`src/rtl/except_ctrl_if.sv`:
```
// Fetch redirect handshake between the MEM-stage
// exception controller and the fetch unit.
interface except_ctrl_if;
  logic        redirect_valid;
  logic [31:0] redirect_pc;
  logic        redirect_ready;

  modport master (
    output redirect_valid,
    output redirect_pc,
    input  redirect_ready
  );

  modport slave (
    input  redirect_valid,
    input  redirect_pc,
    output redirect_ready
  );
endinterface

```
`src/rtl/except_ctrl.sv`:
```
// MEM-stage exception controller: prioritises causes,
// builds the CP0 request and holds the fetch redirect.
module except_ctrl #(
  parameter logic [31:0] VEC_BEV  = 32'hBFC00380,
  parameter logic [31:0] VEC_NORM = 32'h80000180
) (
  input  logic        clk,
  input  logic        rst,
  input  logic        mem_valid,
  input  logic        mem_stall,
  input  logic [31:0] mem_pc,
  input  logic        mem_is_branch,
  input  logic        mem_if_adel,
  input  logic        mem_ri,
  input  logic        mem_syscall,
  input  logic        mem_break,
  input  logic        mem_ov,
  input  logic        mem_adel,
  input  logic        mem_ades,
  input  logic        mem_eret,
  input  logic [31:0] mem_badaddr,
  input  logic [31:0] cp0_status,
  input  logic [31:0] cp0_cause,
  input  logic [31:0] cp0_epc,
  output logic        except_flush,
  output logic        except_eret,
  output logic        except_delayslot,
  output logic [31:0] except_cur_pc,
  output logic [4:0]  except_code,
  output logic [31:0] except_extra,
  except_ctrl_if.master rd
);

  typedef enum logic {IDLE, REDIRECT} state_e;

  state_e      state_q, state_d;
  logic        int_q, int_d;
  logic        ds_q, ds_d;
  logic [31:0] rpc_q, rpc_d;

  logic st_ie, st_exl, st_erl, st_bev;
  logic cause_int, any_cause, take;

  assign st_ie  = cp0_status[0];
  assign st_exl = cp0_status[1];
  assign st_erl = cp0_status[2];
  assign st_bev = cp0_status[22];

  logic unused_ok;
  assign unused_ok = ^{cp0_status[31:23], cp0_status[21:16],
                       cp0_status[7:3], cp0_cause[31:16],
                       cp0_cause[7:0]};

  // Cause prioritisation and CP0 request build
  always_comb begin
    int_d = |(cp0_cause[15:8] & cp0_status[15:8])
            & st_ie & ~st_exl & ~st_erl;
    cause_int = int_q & st_ie & ~st_exl;
    any_cause = cause_int | mem_if_adel | mem_ri
              | mem_syscall | mem_break | mem_ov
              | mem_adel | mem_ades | mem_eret;
    // reset also masks the request so CP0 never commits under rst
    take = ~rst & (state_q == IDLE) & mem_valid
         & ~mem_stall & any_cause;

    except_flush     = take;
    except_eret      = 1'b0;
    except_delayslot = 1'b0;
    except_cur_pc    = 32'h0;
    except_code      = 5'd0;
    except_extra     = 32'h0;

    if (take) begin
      except_delayslot = ds_q;
      except_cur_pc    = mem_pc;
      if (cause_int) begin
        except_code = 5'd0;
      end else if (mem_if_adel) begin
        except_code  = 5'd4;
        except_extra = mem_pc;
      end else if (mem_ri) begin
        except_code = 5'd10;
      end else if (mem_syscall) begin
        except_code = 5'd8;
      end else if (mem_break) begin
        except_code = 5'd9;
      end else if (mem_ov) begin
        except_code = 5'd12;
      end else if (mem_adel) begin
        except_code  = 5'd4;
        except_extra = mem_badaddr;
      end else if (mem_ades) begin
        except_code  = 5'd5;
        except_extra = mem_badaddr;
      end else begin
        except_eret = 1'b1;
      end
    end
  end

  // Next state, redirect target and delay-slot tracking
  always_comb begin
    state_d = state_q;
    rpc_d   = rpc_q;
    ds_d    = ds_q;

    if (except_flush) begin
      ds_d = 1'b0;
    end else if (mem_valid && !mem_stall) begin
      ds_d = mem_is_branch;
    end

    unique case (state_q)
      IDLE: begin
        if (take) begin
          state_d = REDIRECT;
          if (except_eret) begin
            rpc_d = cp0_epc;
          end else if (st_bev) begin
            rpc_d = VEC_BEV;
          end else begin
            rpc_d = VEC_NORM;
          end
        end
      end
      REDIRECT: begin
        if (rd.redirect_ready) begin
          state_d = IDLE;
        end
      end
      default: state_d = IDLE;
    endcase
  end

  // State registers with synchronous reset
  always_ff @(posedge clk) begin
    if (rst) begin
      state_q <= IDLE;
      int_q   <= 1'b0;
      ds_q    <= 1'b0;
      rpc_q   <= 32'h0;
    end else begin
      state_q <= state_d;
      int_q   <= int_d;
      ds_q    <= ds_d;
      rpc_q   <= rpc_d;
    end
  end

  assign rd.redirect_valid = (state_q == REDIRECT);
  assign rd.redirect_pc    = rpc_q;

endmodule

```
`src/flat_wrapper.sv`:
```
// flat-port wrapper written by rule: the top's interface ports become plain ports
module except_ctrl_flat 
#(
  parameter logic [31:0] VEC_BEV  = 32'hBFC00380,
  parameter logic [31:0] VEC_NORM = 32'h80000180
)
  (clk, rst, mem_valid, mem_stall, mem_pc, mem_is_branch, mem_if_adel, mem_ri, mem_syscall, mem_break, mem_ov, mem_adel, mem_ades, mem_eret, mem_badaddr, cp0_status, cp0_cause, cp0_epc, except_flush, except_eret, except_delayslot, except_cur_pc, except_code, except_extra, rd_redirect_valid, rd_redirect_pc, rd_redirect_ready);
  except_ctrl_if rd_i ();
  input  logic clk;
  input  logic rst;
  input  logic mem_valid;
  input  logic mem_stall;
  input  logic [31:0] mem_pc;
  input  logic mem_is_branch;
  input  logic mem_if_adel;
  input  logic mem_ri;
  input  logic mem_syscall;
  input  logic mem_break;
  input  logic mem_ov;
  input  logic mem_adel;
  input  logic mem_ades;
  input  logic mem_eret;
  input  logic [31:0] mem_badaddr;
  input  logic [31:0] cp0_status;
  input  logic [31:0] cp0_cause;
  input  logic [31:0] cp0_epc;
  output logic except_flush;
  output logic except_eret;
  output logic except_delayslot;
  output logic [31:0] except_cur_pc;
  output logic [4:0] except_code;
  output logic [31:0] except_extra;
  output wire logic [$bits(rd_i.redirect_valid)-1:0] rd_redirect_valid;
  output wire logic [$bits(rd_i.redirect_pc)-1:0] rd_redirect_pc;
  input wire logic [$bits(rd_i.redirect_ready)-1:0] rd_redirect_ready;
  assign rd_redirect_valid = rd_i.redirect_valid;
  assign rd_redirect_pc = rd_i.redirect_pc;
  assign rd_i.redirect_ready = rd_redirect_ready;
  except_ctrl #(.VEC_BEV(VEC_BEV), .VEC_NORM(VEC_NORM)) u_core (.clk(clk), .rst(rst), .mem_valid(mem_valid), .mem_stall(mem_stall), .mem_pc(mem_pc), .mem_is_branch(mem_is_branch), .mem_if_adel(mem_if_adel), .mem_ri(mem_ri), .mem_syscall(mem_syscall), .mem_break(mem_break), .mem_ov(mem_ov), .mem_adel(mem_adel), .mem_ades(mem_ades), .mem_eret(mem_eret), .mem_badaddr(mem_badaddr), .cp0_status(cp0_status), .cp0_cause(cp0_cause), .cp0_epc(cp0_epc), .except_flush(except_flush), .except_eret(except_eret), .except_delayslot(except_delayslot), .except_cur_pc(except_cur_pc), .except_code(except_code), .except_extra(except_extra), .rd(rd_i));
endmodule
```
`config.mk`:
```
export PLATFORM = sky130hd
export DESIGN_NAME = except_ctrl_flat
export DESIGN_NICKNAME = d
export VERILOG_FILES = /design/src/rtl/except_ctrl_if.sv /design/src/rtl/except_ctrl.sv /design/src/flat_wrapper.sv
export SDC_FILE = /design/constraint.sdc
export NUM_CORES = 1
export LEC_CHECK = 0
export BUFFER_PORTS_ARGS = -buffer_cell sky130_fd_sc_hd__buf_2
export CAP_MARGIN = 20
export CORE_AREA = 2 2 109 111
export DETAILED_ROUTE_END_ITERATION = 8
export DIE_AREA = 0 0 111 113
export RECOVER_POWER = 50
export SLEW_MARGIN = 40
export SYNTH_ARGS = -nofsm -noshare
export SYNTH_HDL_FRONTEND = slang
export SYNTH_SLANG_ARGS = --single-unit
```
`constraint.sdc`:
```
create_clock -name clk -period 3.6 [get_ports clk]
set_input_delay 0.72 -clock clk [delete_from_list [all_inputs] [get_ports clk]]
set_output_delay 0.72 -clock clk [all_outputs]
set_load 0.03 [all_outputs]
```
* Word level (Yosys, flattened, before mapping)
Index checks and enable logic that the tools add are counted. W data, S select, Z words.
Cells by class: multiplexer cells 34, bitwise operators 23, reduce and logical (&&, ||, !) cells 5
Operator list (number):
- $mux W32 | 11
- $mux W5 | 8
- $mux W30 | 1
- $mux W1 | 12
- $and A1 B1 Y1 | 9
- $and A8 B8 Y8 | 1
- $or A1 B1 Y1 | 8
- $reduce_or A8 Y1 | 1
- $not A1 Y1 | 5
- $mux W3 | 1
- $pmux W1 S2 | 1
- $reduce_and A2 Y1 | 1
- $reduce_or A2 Y1 | 1
- $logic_and A1 B1 Y1 | 1
- $logic_not A1 Y1 | 1
Word-level totals: flip-flop bits (word level) 35, input port bits 174, output and inout port bits 105, word-level logic and storage cells 66

* Longest topological paths before layout
Gate-level depths: netlist of run 1.
word-level depth 13, mapped depth 7, gate-level depth less buffers 4

* Least setup slack after synthesis of run 1
No wires, ideal clock.
kind input port to output port, start in rst, end out except_code[0], data arrival time 2.717 ns, required time 2.880 ns, path slack 0.163 ns, stages 5, path buffers 1, cell sequence clkbuf_1 nor4b_2 o311ai_1 or2_1 nor4_1
Between the ends: word-level cells in the longest chain between the ends 6
RTL lines:
- start: declaration | RTL line flat_wrapper.sv:10 | input logic rst;
- $not A1 Y1 | RTL line except_ctrl.sv:63 | take = ~rst & (state_q == IDLE) & mem_valid
- $and A1 B1 Y1 (2 in a row) | RTL line except_ctrl.sv:63
- $and A1 B1 Y1 (2 in a row) | RTL line except_ctrl.sv:64 | & ~mem_stall & any_cause;
- $mux W5 | RTL line except_ctrl.sv:73 | if (take) begin
- end: declaration | RTL line flat_wrapper.sv:31 | output logic [4:0] except_code;
No other way between the ends.

* Worst setup path in the final report of run 1
start in mem_ov, end out except_delayslot
Between the ends: word-level cells in the longest chain between the ends 6
RTL lines:
- start: declaration | RTL line flat_wrapper.sv:19 | input logic mem_ov;
- $or A1 B1 Y1 | RTL line except_ctrl.sv:60 | | mem_syscall | mem_break | mem_ov
- $or A1 B1 Y1 (3 in a row) | RTL line except_ctrl.sv:61 | | mem_adel | mem_ades | mem_eret;
- $and A1 B1 Y1 | RTL line except_ctrl.sv:64
- $mux W1 | RTL line except_ctrl.sv:73
- end: declaration | RTL line flat_wrapper.sv:29 | output logic except_delayslot;
No other way between the ends.

==> results_dict.tcl, run 1 <==
set metrics [dict create \
    clkTransAtPathRegs_ps 50 \
    grt_first_pass_wirelength_um 13000 \
    io_buffers 233 \
    whs_ps 475 \
    syn_avg_cell_area_um2 8.46 \
    cp-end-kind "output port" \
    die_y_um 113 \
    netlist_instances 232 \
    period_share_pct 92.0 \
    slew_headroom_pct 56.8 \
    start_util_pct 17.4 \
    worstMarginPinSlew_ps 647 \
    fin_crit_ps 3310 \
    hold_violations 0 \
    dp_hpwl_um 7290 \
    drc 0 \
    syn_to_final_growth_pct 73.7 \
    utilization_pct 30.2 \
    wire_per_inst_um 14.4 \
    die_w_um 111 \
    yosys.area.top_type_share_pct 35.7 \
    syn_nets 406 \
    synth_area_leaders "dfxtp_1 36%, a22oi_1 13%, and2_1 11%" \
    core_um2 11300 \
    design_area_um2 3410 \
    clock-root-buffer "clkbuf_16" \
    fmax_mhz 302 \
    ios 279 \
    worstSetupStartpointType "primary input" \
    fin_tns_setup_ps 0 \
    critical_path.max_stage_delay_ps 550 \
    setup_violations 0 \
    synth-edff-count 0 \
    whs_path_depth 1 \
    dp_cells 594 \
    p_per_area_nw_per_um2 333 \
    n_antenna_cell 0 \
    synth_area_leader_cell "dfxtp_1" \
    async_reset_ff_share_pct 0 \
    critical_path.max_fanout 16 \
    clock-sinks 35 \
    post_cts_buffers 0 \
    routabilityCongestion 0.850 \
    cp_num_cells 6 \
    fin_skew_ps 5.61 \
    grt.overflow.total 0 \
    cts_buffers 5 \
    nets 632 \
    cpMostUsedCell "buf_2" \
    yosys_most_used_dff "dfxtp_1" \
    p_leak_nw 1.72 \
    status "completed" \
    crit_type "in -> out" \
    place_area_um2 3290 \
    rr_worst_depth 7 \
    instances_no_fill 602 \
    crit_buf_inv 3 \
    cp_top_family "simple AND/OR/NAND/NOR gates" \
    cts_buffer_depth 2 \
    cap_violations 0 \
    place_ws_ps 413 \
    die-area_um2 12500 \
    finalWirelength_um 8690 \
    yosysWarnings 0 \
    grt_pass1_vias 2609 \
    slew_violations 0 \
    htree_levels 2 \
    cts_hold_buf 0 \
    slowest_stage "or4_4" \
    cts_tree "yes" \
    vias 2638 \
    cts-resized-gates 0 \
    row_count 39 \
    clkLatencyLatePin_ps 270 \
    required_ps 2880 \
    total_power_mw 1.13 \
    track_usage_pct 12.7 \
    drive_gt1_share_pct 48.8 \
    vdd_drop_max_mv 0.315 \
    drtPass1Iterations 4 \
    grt_max_degree 33 \
    drt-initial-drc-count 126 \
    finalWorstSetupSlack_ps 288 \
    antenna_found_initial 1 \
    final_antenna_net_count 0 \
    worst_ep_arrival_time_ps 2590 \
    synth_cell_type_count 34 \
    syn_area_um2 1960 \
    crit_path_cell_trace "buf_2 -> or4_4 -> o41a_1 -> clkbuf_1 -> and2_1 -> buf_2" \
    synth-seq-cells 35 \
    avgViaCountPerCell 4.38 \
    rsz0062_at_grt "false" \
    ys_seq_area_share_pct 35.7 \
    min_path_type "reg -> reg" \
]
-- cell usage after synthesis, types with 2 or more instances --
cell type   n
a221o_1     9
a22o_1     21
a22oi_1    34
and2_1     33
buf_2       3
buf_4       5
buf_6       2
clkbuf_1   14
dfxtp_1    35
nor2_1     44
nor2b_1     2
nor3_1      8
-- worst paths after layout --
path                                   from                         to  slack, ps
hold reg to reg   u_core.rd.redirect_pc[30]  u_core.rd.redirect_pc[30]        470
setup / recovery                     mem_ov           except_delayslot        290
hold / removal    u_core.rd.redirect_pc[30]  u_core.rd.redirect_pc[30]        470
setup reg to reg   u_core.rd.redirect_valid  u_core.rd.redirect_pc[23]       1070
-- metal layers --
layer	vias up	track usage, %	part of all wire (%)
li1	1300	-	-
met1	1182	14.5	40
met2	149	23.9	50
met3	7	3.05	8.5
met4	0	3.33	1.3
met5	-	0	0
-- state kept, by name, summed over array words and instances (netlist names) --
| name | count |
|---|---|
| u_core.int_q | 1 |
| u_core.rd.redirect_valid | 1 |
| u_core.rd.redirect_pc | 32 |
| u_core.ds_q | 1 |
-- area by class of cell --
type,instances,area (um^2)
clock inverters,2,35.0
multi-input cells,172,1160
clock buffers,6,139
flip-flops and latches,35,701
repair buffers,243,1190
fillers,1238,7870
inverters,1,3.75
well taps,143,179
-- power by group --
group / leakage [nW] / total [mW] / switching [mW] / internal, mW
sequential: 0.284 / 0.401 / 0.00487 / 0.397
clock: 0.0868 / 0.497 / 0.153 / 0.344
combinational: 1.35 / 0.235 / 0.137 / 0.0986
-- layout by cell type (no fill, tap or decap), types with 2 or more instances in the layout --
master,netlist,routed
nor3_1,8,8
buf_4,5,7
a22o_1,21,21
and2_1,33,33
a221o_1,9,9
nor2_1,44,42
buf_2,3,199
nor2_2,0,2
a22oi_1,34,34
nor2b_1,2,2
clkbuf_16,0,5
clkbuf_1,14,36
dfxtp_1,35,35
-- kinds of logic after synthesis --
kind of cell	count (synthesis)	share of synthesized area, %
AOI/OAI and AO/OA	71	29.9
and+or+nand+nor	99	27.0
DFF	35	35.7
buffers and inverters	25	6.70
muxes	1	0.510
other	1	0.191
-- worst reg2reg max path, cell delays in order, from the launching register on --
cell and delay [ps]:
dfxtp_1 340, nor4b_2 260, buf_4 180, o41a_1 190, clkbuf_1 520, nor2_2 50, clkbuf_2 390, a221o_1 490
(Power assumes the default switching activity.)
==> run 2: changes to the inputs <==
- RECOVER_POWER: 50 -> not set
==> results_dict.tcl, run 2 (same netlist as run 1, synthesis figures left out) <==
set metrics [dict create \
    p_leak_nw 1.88 \
    critical_path.max_fanout 32 \
    final_antenna_net_count 0 \
    rsz0062_at_grt "false" \
    worstHoldEndpoint "u_core.rd.redirect_pc[30]" \
    utilization_pct 30.7 \
    grt_pass1_vias 2609 \
    ios 279 \
    die_y_um 113 \
    cts_buffers 5 \
    worstSetupStartpointType "primary input" \
    syn_to_final_growth_pct 76.3 \
    cts_hold_buf 0 \
    period_share_pct 88.4 \
    clock-sinks 35 \
    die_w_um 111 \
    seq_area_um2 701 \
    cp-end-kind "output port" \
    dp_hpwl_um 7290 \
    clkTransAtPathRegs_ps 50 \
    cts_tree "yes" \
    multi_input_area_um2 1160 \
    fill_cells 1219 \
    nets 632 \
    slew_violations 0 \
    setup_violations 0 \
    io_buffers 233 \
    whs_ps 470 \
    crit_type "in -> out" \
    track_usage_pct 12.7 \
    avgViaCountPerCell 4.40 \
    total_power_mw 1.14 \
    cts-resized-gates 0 \
    crit_path_cell_trace "buf_2 -> or3_1 -> nor4_4 -> buf_4 -> a22oi_1 -> nor2_1 -> buf_2" \
    whs_path_depth 1 \
    drc 0 \
    instances_no_fill 602 \
    drtPass1Iterations 4 \
    routabilityCongestion 0.850 \
    wire_per_inst_um 14.4 \
    die-area_um2 12500 \
    holdCritStartpoint "u_core.rd.redirect_pc[30]" \
    fmax_mhz 314 \
    dp_cells 594 \
    cpMostUsedCell "buf_2" \
    fin_crit_ps 3180 \
    vdd_drop_max_mv 0.314 \
    r2r_end "u_core.rd.redirect_pc[29]" \
    largest_reg_flops 32 \
    start_util_pct 17.4 \
    vias 2649 \
    layout_common_cells "233 x buf_2, 42 x nor2_1, 35 x dfxtp_1" \
    critical_path.max_stage_delay_ps 510 \
    clock-root-buffer "clkbuf_16" \
    r2r-start "u_core.rd.redirect_valid" \
    row_count 39 \
    grt_max_degree 33 \
    status "completed" \
    layout_commonest_cell "buf_2" \
    clkLatencyLatePin_ps 270 \
    drive_gt1_share_pct 56.6 \
    p_per_area_nw_per_um2 328 \
    grt.overflow.total 0 \
    drt-initial-drc-count 122 \
    finalWirelength_um 8660 \
    fin_skew_ps 5.99 \
    cts_buffer_depth 2 \
    cap_violations 0 \
    n_antenna_cell 0 \
    r2r_slack_ps 1620 \
    min_path_type "reg -> reg" \
    rr_worst_depth 7 \
    core_um2 11300 \
    required_ps 2880 \
    slowest_stage "or3_1" \
    grt_first_pass_wirelength_um 13000 \
    antenna_found_initial 1 \
    htree_levels 2 \
    post_cts_buffers 0 \
    hold_violations 0 \
    fin_tns_setup_ps 0 \
    worst_ep_arrival_time_ps 2460 \
]
[run 2: layer usage]
metal	up-vias	GRT usage, %	share of wire [%]	wire length [um]
met5	-	0	0	0
met1	1193	14.5	40	3420
met2	147	23.9	51	4380
li1	1302	-	-	-
met3	7	3.05	8.6	745
met4	0	3.33	1.3	116
[run 2: where the power goes]
| group | switching, mW | total [mW] | internal [mW] |
|---|---|---|---|
| Sequential | 0.00456 | 0.401 | 0.397 |
| Clock | 0.152 | 0.496 | 0.344 |
| Combinational | 0.136 | 0.239 | 0.102 |
[run 2: worst max path at each step]
stage / to / slack (ps) / cells after the start / from
CTS: except_extra[31] / 410 / 7 / mem_ri
finish: except_extra[31] / 420 / 7 / mem_ri
floorplan: except_code[0] / 160 / 5 / rst
detailed placement: except_extra[31] / 410 / 7 / mem_ri
global placement: except_extra[31] / 440 / 7 / mem_ri
global route: except_extra[31] / 290 / 7 / mem_ri
[run 2: through the flow]
step / setup slack, ps / instance area (um^2)
2_1_floorplan: 163 / 1960
3_3_place_gp: 442 / 3290
3_5_place_dp: 413 / 3290
4_1_cts: 411 / 3460
5_1_grt: 291 / 3460
6_report: 419 / 3460
[run 2: layout make-up]
cell class	instances	area share [%]
inverter	1	0.108
clock inverter	2	1.01
sequential	35	20.3
timing repair buffer	243	35.9
clock buffer	6	4.01
multi-input combinational	172	33.6
tap	143	5.17
[run 2: critical path, delay by kind of cell]
| kind | cells | cell delay, ps |
|---|---|---|
| AOI/OAI and AO/OA | 1 | 120 |
| and+or+nand+nor | 3 | 920 |
| buffers and inverters | 3 | 680 |
==> run 3: changes to the inputs <==
- CTS_CLUSTER_SIZE: not set -> 25
- REMOVE_ABC_BUFFERS: not set -> 1
==> results_dict.tcl, run 3 (same netlist as run 1, synthesis figures left out) <==
set metrics [dict create \
    status "completed" \
    critical_path.max_fanout 36 \
    worstSetupStartpointType "primary input" \
    die-area_um2 12500 \
    fin_crit_ps 3190 \
    largest_reg_flops 32 \
    pwr-share-comb_pct 22.2 \
    syn_to_final_growth_pct 76.4 \
    grt_pass1_vias 2651 \
    nets 631 \
    instances_no_fill 602 \
    clock-sinks 35 \
    drtPass1Iterations 4 \
    worst_ep_arrival_time_ps 2470 \
    dp_hpwl_um 7230 \
    utilization_pct 30.7 \
    track_usage_pct 13.0 \
    grt_max_degree 37 \
    final_antenna_net_count 0 \
    cts_buffers 5 \
    hold_violations 0 \
    finalWirelength_um 8700 \
    start_util_pct 17.4 \
    row_count 39 \
    required_ps 2880 \
    core_um2 11300 \
    io_buffers 233 \
    min_path_type "reg -> reg" \
    layout_common_cells "233 x buf_2, 42 x nor2_1, 35 x dfxtp_1" \
    cp-end-kind "output port" \
    fmax_mhz 313 \
    p_per_area_nw_per_um2 311 \
    drt-initial-drc-count 144 \
    routabilityCongestion 0.782 \
    p_leak_nw 1.87 \
    slew_violations 0 \
    clock-root-buffer "clkbuf_16" \
    clkTransAtPathRegs_ps 50 \
    crit_type "in -> out" \
    htree_levels 2 \
    fin_skew_ps 4.60 \
    period_share_pct 88.7 \
    internal_power_mw 0.776 \
    layout_commonest_cell "buf_2" \
    grt.overflow.total 0 \
    vdd_drop_max_mv 0.221 \
    avgViaCountPerCell 4.46 \
    antenna_found_initial 2 \
    die_y_um 113 \
    dp_cells 593 \
    drc 0 \
    ios 279 \
    cap_violations 0 \
    p_sw_mw 0.301 \
    clkLatencyLatePin_ps 270 \
    cts-resized-gates 0 \
    post_cts_buffers 0 \
    power_frac_seq_pct 37.2 \
    cts_buffer_depth 2 \
    setup_violations 0 \
    cts_tree "yes" \
    p_clk_share_pct 40.6 \
    wire_per_inst_um 14.4 \
    die_w_um 111 \
    drive_gt1_share_pct 56.6 \
    vias 2684 \
    cts_hold_buf 0 \
    power_switching_share_pct 27.9 \
    grt_first_pass_wirelength_um 13200 \
    rsz0062_at_grt "false" \
]
==> run 3: power groups by stage <==
| stage | combinational (mW) | sequential [mW] | clock [mW] |
|---|---|---|---|
| final | 0.239 | 0.401 | 0.437 |
| after global routing | 0.259 | 0.402 | 0.471 |
| after CTS | 0.241 | 0.401 | 0.453 |
| after detailed placement | 0.240 | 0.409 | 0 |
| after global placement | 0.236 | 0.409 | 0 |
| after floorplan | 0.0924 | 0.425 | 0 |
==> run 3: area by class of cell <==
type	count	area, um^2
antenna	1	2.50
clock buffer	6	139
clock inverter	2	16.3
fill	1199	7810
inverter	1	3.75
multi-input combinational	172	1160
sequential	35	701
tap	143	179
timing repair buffer	242	1260
==> run 3: per-layer routing <==
metal	track usage, %	wire, um	up-vias
met3	3.59	816	12
met5	0	0	-
li1	-	-	1299
met1	14.6	3380	1216
met4	3.67	125	0
met2	24.1	4380	157
==> run 3: per-stage QoR <==
step	TNS, ps	cell area, um^2	hold WS (ps)	setup slack, ps	power, mW
final	0	3460	468	405	1.08
after global routing	0	3460	488	325	1.13
after CTS	0	3460	476	378	1.10
after detailed placement	0	3300	459	384	0.649
after global placement	0	3300	455	388	0.645
after floorplan	-30730	1830	491	-870	0.517
==> run 3: worst max-delay path: stages <==
cell,delay (ps)
buf_2,130
or4_4,570
o41a_1,420
buf_4,240
and2_1,200
buf_2,170
==> run 3: worst paths after layout <==
check | start | to | slack (ps) | cells after the start
worst max-delay path | mem_if_adel | except_cur_pc[14] | 410 | 6
worst min-delay path | u_core.rd.redirect_pc[12] | u_core.rd.redirect_pc[12] | 470 | 1
worst max register to register | u_core.rd.redirect_valid | u_core.rd.redirect_pc[26] | 1710 | 7
worst min register to register | u_core.rd.redirect_pc[12] | u_core.rd.redirect_pc[12] | 470 | 1
